**config.mk**
```make
export PLATFORM = sky130hd
export DESIGN_NAME = pipeline_hazard_ctrl
export DESIGN_NICKNAME = d
export VERILOG_FILES = /design/src/rtl/pipeline_hazard_ctrl.sv
export SDC_FILE = /design/constraint.sdc
export NUM_CORES = 1
export LEC_CHECK = 0
export BUFFER_PORTS_ARGS = -buffer_cell sky130_fd_sc_hd__buf_2
export CAP_MARGIN = 20
export CORE_MARGIN = 2
export CORE_UTILIZATION = 50
export DETAILED_ROUTE_END_ITERATION = 16
export PLACE_DENSITY = 0.93
export SLEW_MARGIN = 20
export SYNTH_ARGS = -nofsm -noshare
export SYNTH_HDL_FRONTEND = slang
export SYNTH_SLANG_ARGS = --single-unit
```
**constraint.sdc**
```tcl
create_clock -name clk -period 4 [get_ports clk]
set_input_delay 0.8 -clock clk [delete_from_list [all_inputs] [get_ports clk]]
set_output_delay 0.8 -clock clk [all_outputs]
set_load 0.02 [all_outputs]
```
**src/rtl/pipeline_hazard_ctrl.sv**
```systemverilog
// pipeline_hazard_ctrl
// Central hazard/stall controller for the 5-stage RV32I pipeline.
//   - load-use detection -> interlock (bubble into ID/EX, hold PC and IF/ID)
//   - data-memory wait   -> stall (freeze everything)
//   - branch/jump        -> flush (squash IF/ID and ID/EX)
//   - data-memory timeout -> one-cycle bus_err / trap_sel pulse with flush
// Optional build macro: HAZARD_PERF_EN adds four 32-bit event counters.
//
// Data-memory handshake: the MEM stage holds dmem_req high for the whole
// access; the access completes in the cycle where dmem_req and dmem_ready
// are both high. A request with dmem_ready low freezes the pipeline until
// ready arrives or DMEM_TIMEOUT wait cycles have elapsed, at which point the
// access is abandoned and the bus-error trap is taken.
//
// All outputs are combinational from the registered state and the current
// inputs; only the FSM state, the timeout counter and the optional perf
// counters are flops. Every output is forced low while rst_n is low.

module pipeline_hazard_ctrl #(
    parameter int DMEM_TIMEOUT = 15,
    parameter int CNT_W        = 8
) (
    input  logic        clk,
    input  logic        rst_n,
    input  logic [4:0]  id_rs1,
    input  logic [4:0]  id_rs2,
    input  logic        id_use_rs1,
    input  logic        id_use_rs2,
    input  logic [4:0]  ex_rd,
    input  logic        ex_is_load,
    input  logic        ex_wr_reg_n,
    input  logic        redirect,
    input  logic        dmem_req,
    input  logic        dmem_ready,
    output logic        stall,
    output logic        interlock,
    output logic        flush,
    output logic        bus_err,
    output logic        trap_sel,
`ifdef HAZARD_PERF_EN
    output logic [31:0] perf_stall_cyc,
    output logic [31:0] perf_ilock_cyc,
    output logic [31:0] perf_flush_cnt,
    output logic [31:0] perf_err_cnt,
`endif
    output logic [1:0]  state_out
);

    typedef enum logic [1:0] {
        ST_RUN   = 2'd0,
        ST_DWAIT = 2'd1,
        ST_DERR  = 2'd2
    } state_t;

    // Last legal counter value: reaching it with no ready means timeout.
    localparam logic [CNT_W-1:0] CNT_LAST = CNT_W'(DMEM_TIMEOUT - 1);

    state_t             state_q, state_d;
    logic [CNT_W-1:0]   cnt_q, cnt_d;

    logic               load_use;
    logic               mem_wait;
    logic               rs1_hit;
    logic               rs2_hit;

    logic               stall_c;
    logic               interlock_c;
    logic               flush_c;
    logic               bus_err_c;

    // Raw hazard terms; a load to x0 or a load that does not write is harmless.
    always_comb begin
        rs1_hit  = id_use_rs1 && (id_rs1 == ex_rd);
        rs2_hit  = id_use_rs2 && (id_rs2 == ex_rd);
        load_use = ex_is_load && !ex_wr_reg_n && (ex_rd != 5'd0) && (rs1_hit || rs2_hit);
        mem_wait = dmem_req && !dmem_ready;
    end

    // Next-state, counter and output decode for the three-state controller.
    always_comb begin
        state_d     = state_q;
        cnt_d       = cnt_q;
        stall_c     = 1'b0;
        interlock_c = 1'b0;
        flush_c     = 1'b0;
        bus_err_c   = 1'b0;

        unique case (state_q)
            ST_RUN: begin
                // Memory stall beats redirect: the frozen EX keeps redirect
                // asserted, so the flush is issued after release.
                if (mem_wait) begin
                    stall_c = 1'b1;
                    state_d = ST_DWAIT;
                    cnt_d   = '0;
                end else if (redirect) begin
                    // ID instruction is squashed, no bubble needed.
                    flush_c = 1'b1;
                end else if (load_use) begin
                    interlock_c = 1'b1;
                end
            end

            ST_DWAIT: begin
                // dmem_req dropping here is a protocol violation; keep waiting
                // for ready or the timeout regardless.
                stall_c = !dmem_ready;
                if (dmem_ready) begin
                    state_d = ST_RUN;
                end else if (cnt_q == CNT_LAST) begin
                    state_d = ST_DERR;
                end else begin
                    cnt_d = cnt_q + 1'b1;
                end
            end

            ST_DERR: begin
                // Abandoned access: kill the young instructions and take the trap.
                flush_c   = 1'b1;
                bus_err_c = 1'b1;
                state_d   = ST_RUN;
            end

            default: begin
                state_d = ST_RUN;
                cnt_d   = '0;
            end
        endcase
    end

    // FSM state and timeout counter; async reset returns straight to RUN.
    always_ff @(posedge clk or negedge rst_n) begin
        if (!rst_n) begin
            state_q <= ST_RUN;
            cnt_q   <= '0;
        end else begin
            state_q <= state_d;
            cnt_q   <= cnt_d;
        end
    end

    // Outputs gated by reset so nothing leaks while rst_n is low.
    always_comb begin
        stall     = rst_n && stall_c;
        interlock = rst_n && interlock_c;
        flush     = rst_n && flush_c;
        bus_err   = rst_n && bus_err_c;
        trap_sel  = rst_n && bus_err_c;
        state_out = rst_n ? state_q : ST_RUN;
    end

`ifdef HAZARD_PERF_EN
    logic [31:0] perf_stall_q, perf_stall_d;
    logic [31:0] perf_ilock_q, perf_ilock_d;
    logic [31:0] perf_flush_q, perf_flush_d;
    logic [31:0] perf_err_q,   perf_err_d;

    // Event counters: one increment per cycle the matching output is high.
    always_comb begin
        perf_stall_d = perf_stall_q + {31'd0, stall};
        perf_ilock_d = perf_ilock_q + {31'd0, interlock};
        perf_flush_d = perf_flush_q + {31'd0, flush};
        perf_err_d   = perf_err_q   + {31'd0, bus_err};
    end

    // Counter registers, wrapping modulo 2^32.
    always_ff @(posedge clk or negedge rst_n) begin
        if (!rst_n) begin
            perf_stall_q <= '0;
            perf_ilock_q <= '0;
            perf_flush_q <= '0;
            perf_err_q   <= '0;
        end else begin
            perf_stall_q <= perf_stall_d;
            perf_ilock_q <= perf_ilock_d;
            perf_flush_q <= perf_flush_d;
            perf_err_q   <= perf_err_d;
        end
    end

    assign perf_stall_cyc = perf_stall_q;
    assign perf_ilock_cyc = perf_ilock_q;
    assign perf_flush_cnt = perf_flush_q;
    assign perf_err_cnt   = perf_err_q;
`endif

endmodule

```
==> reports/qor.yml <==
power:
  ir_drop_mv: 0.1934
  pwr_density_cell_mw_per_mm2: 306.3
  p_int_mw: 0.2029
  p_leak_nw: 0.5019
  p_switching_mw: 0.09364
  power_frac_seq_pct: 44.7
  power_frac_comb_pct: 24.1
  clkPwrFrac_pct: 31.2
  swShare_pct: 31.57
min_path:
  hold_class: "primary input to async pin"
sta:
  setup_violations: 0
  tightest_slew_ns: 0.4142
  fin_crit_sh_pct: 68.86
  finalCriticalPeriod_ns: 2.754
  rsz0062_at_grt: "no"
  drv_slew: 0
  finalHoldViolations: 0
  clock_skew_ns: 0.001043
  fin_ws_ns: 1.246
  clock.fmax_ghz: 0.3631
  relSlewSlack_pct: 72.33
  fin_tns_setup_ns: 0
yosys:
  yosysWarnings: 0
  syn_nets: 117
  async_flop_share_pct: 100.0
  ys_seq_area_share_pct: 32.05
  synth_cell_types: 35
  synth_seq_cells: 10
  postSynthCellCount: 91
  synth_area_sq_um: 780.7
  syn_avg_cell_area_sq_um: 8.580
  synth_edf_count: 0
  ys_dominant_reg_cell: "dfrtp_1"
routing:
  drt_iter0_drc: 8
  wl_per_cell_um: 13.43
  ant_nets: 0
  via_count: 800
  routed_wl_mm: 1.867
  drc: 0
  viasPerCell: 5.755
  dr.pass1.iters: 4
clocking:
  cts_setup_buffers: 0
  cts_tree: "built"
  clockBufferDepth: 2
  root_buffer: "clkbuf_4"
  cts_buffers: 3
  htreeDepth: 1
  ctsResizeCount: 0
  clkSinkCount: 10
  clkLatencyLatePin_ns: 0.27
  clk_pin_slew_ns: 0.07
  cts.hold.buffers_added: 0
worst_setup_path:
  start_kind: "primary input"
  worstRegToRegCells: 6
  crit_type: "primary input to output pin"
  critPathArrivalTime_ns: 1.95
  endpoint_kind: "output pin"
  cp.required_ns: 3.20
  cp_max_fo: 3
placed_design:
  place_congestion: 0.7980
  placed_area_sq_um: 932.1
  portBuffers: 30
  hpwl_mm: 1.494
  post-place-ws_ns: 1.243
floorplan:
  die-height_um: 43.52
  die_x_um: 43.52
  rows: 14
  core_area_sq_mm: 0.001489
  dieArea_sq_mm: 0.001894
  io_pins: 31
  start_util_pct: 52.44
global_routing:
  antenna_found_initial: 0
  grt-ovfl-total: 0
  grt_max_degree: 14
  grt_pass1_wl_mm: 3.270
  grt_usage_pct: 22.49
  grt_pass1_vias: 765
layout:
  num-nets-final: 150
  syn_to_final_growth_pct: 24.04
  utilization_pct: 65.04
  diodes: 0
  drive_gt1_share_pct: 30.89
  final_area_sq_um: 968.4
run:
  drv_cap: 0
outcome:
  status: "finished clean"
==> cell usage after synthesis (2+ instances only) <==
cell type,n,area [sq um]
nor3_1,2,10.01
and3_2,2,15.01
xor2_1,8,70.07
o21ai_0,6,30.03
inv_1,5,18.77
a21oi_1,4,20.02
nand3_1,3,15.01
and3_1,2,12.51
dfrtp_1,10,250.2
nand2_1,6,22.52
nor2b_1,2,12.51
nand4_1,2,12.51
nand2b_1,2,12.51
ha_1,2,25.02
xnor2_1,3,26.28
nor2_1,9,33.78
nor4_1,3,18.77
a31oi_1,3,18.77
==> worst paths after layout <==
kind | from | end | slack (ns)
setup / recovery | ex_rd[1] | interlock | 1.25
hold reg to reg | cnt_q[7]$_DFFE_PN0P_ | cnt_q[7]$_DFFE_PN0P_ | 0.54
hold / removal | rst_n | cnt_q[5]$_DFFE_PN0P_ | 0.39
setup reg to reg | cnt_q[0]$_DFFE_PN0P_ | cnt_q[2]$_DFFE_PN0P_ | 2.27
min in group clk | cnt_q[7]$_DFFE_PN0P_ | cnt_q[7]$_DFFE_PN0P_ | 0.54
max in group asynchronous | rst_n | cnt_q[2]$_DFFE_PN0P_ | 3.40
==> power groups by stage <==
stage	Combinational, mW	Sequential [mW]	Clock, mW
2_1_floorplan	0.0461	0.129	0
3_3_place_gp	0.0686	0.132	0
3_5_place_dp	0.0717	0.134	0
4_1_cts	0.0715	0.132	0.0954
5_1_grt	0.0818	0.136	0.0995
6_report	0.0714	0.133	0.0925
==> layout make-up <==
cell class / count / area (sq um)
clock buffer: 4 / 36.28
fill: 121 / 520.5
inverter: 5 / 18.77
multi-input combinational: 74 / 493.0
sequential: 10 / 250.2
tap: 16 / 20.02
timing repair buffer: 30 / 150.1
==> through the flow <==
| stage | total power, mW | hold slack, ns | std cells |
|---|---|---|---|
| 2_1_floorplan | 0.1752 | 0.4832 | 91 |
| 3_3_place_gp | 0.2009 | 0.5141 | 135 |
| 3_5_place_dp | 0.2054 | 0.5207 | 135 |
| 4_1_cts | 0.2987 | 0.3932 | 139 |
| 5_1_grt | 0.3168 | 0.4036 | 139 |
| 6_report | 0.2966 | 0.3935 | 139 |
==> cell usage in the layout, fill, tap and decap left out, drive strengths merged, types with 3 or more instances in the layout <==
| master | count |
|---|---|
| buf | 30 |
| dfrtp | 10 |
| nor2 | 9 |
| xor2 | 8 |
| o21ai | 6 |
| nand2 | 6 |
| inv | 5 |
| a21oi | 4 |
| clkbuf | 4 |
| and3 | 4 |
| nor4 | 3 |
| xnor2 | 3 |
| nand3 | 3 |
| a31oi | 3 |
==> layer usage <==
layer  vias to the layer above  wire length (um)  track usage [%]
li1                        401                 -                -
met1                       371               751            27.56
met2                        28               979            39.70
met3                         0               136            6.667
met4                         0                 0            3.636
met5                         -                 0                0
==> worst max-delay path, cell delays in order <==
cell and delay [ns]:
buf_2 0.12, xor2_1 0.16, nor4_1 0.28, nand3_1 0.11, a221oi_1 0.27, buf_2 0.21
==> cell families (layout without fill, tap and decap cells) <==
group                    Yosys count  in the layout  share of synthesized area, %
AND/OR/NAND/NOR                   38             38                         26.12
flip-flops                        10             10                         32.05
AO/OA/AOI/OAI                     23             23                         21.48
buffers and inverters              7             39                         4.808
adder cells (fa/ha/maj)            2              2                         3.205
XOR/XNOR                          11             11                         12.34
==> sequential cells by signal (all words and copies together) (netlist names) <==
name and flops:
cnt_q 8, state_q 2
Power figures use the tool's default switching activity.
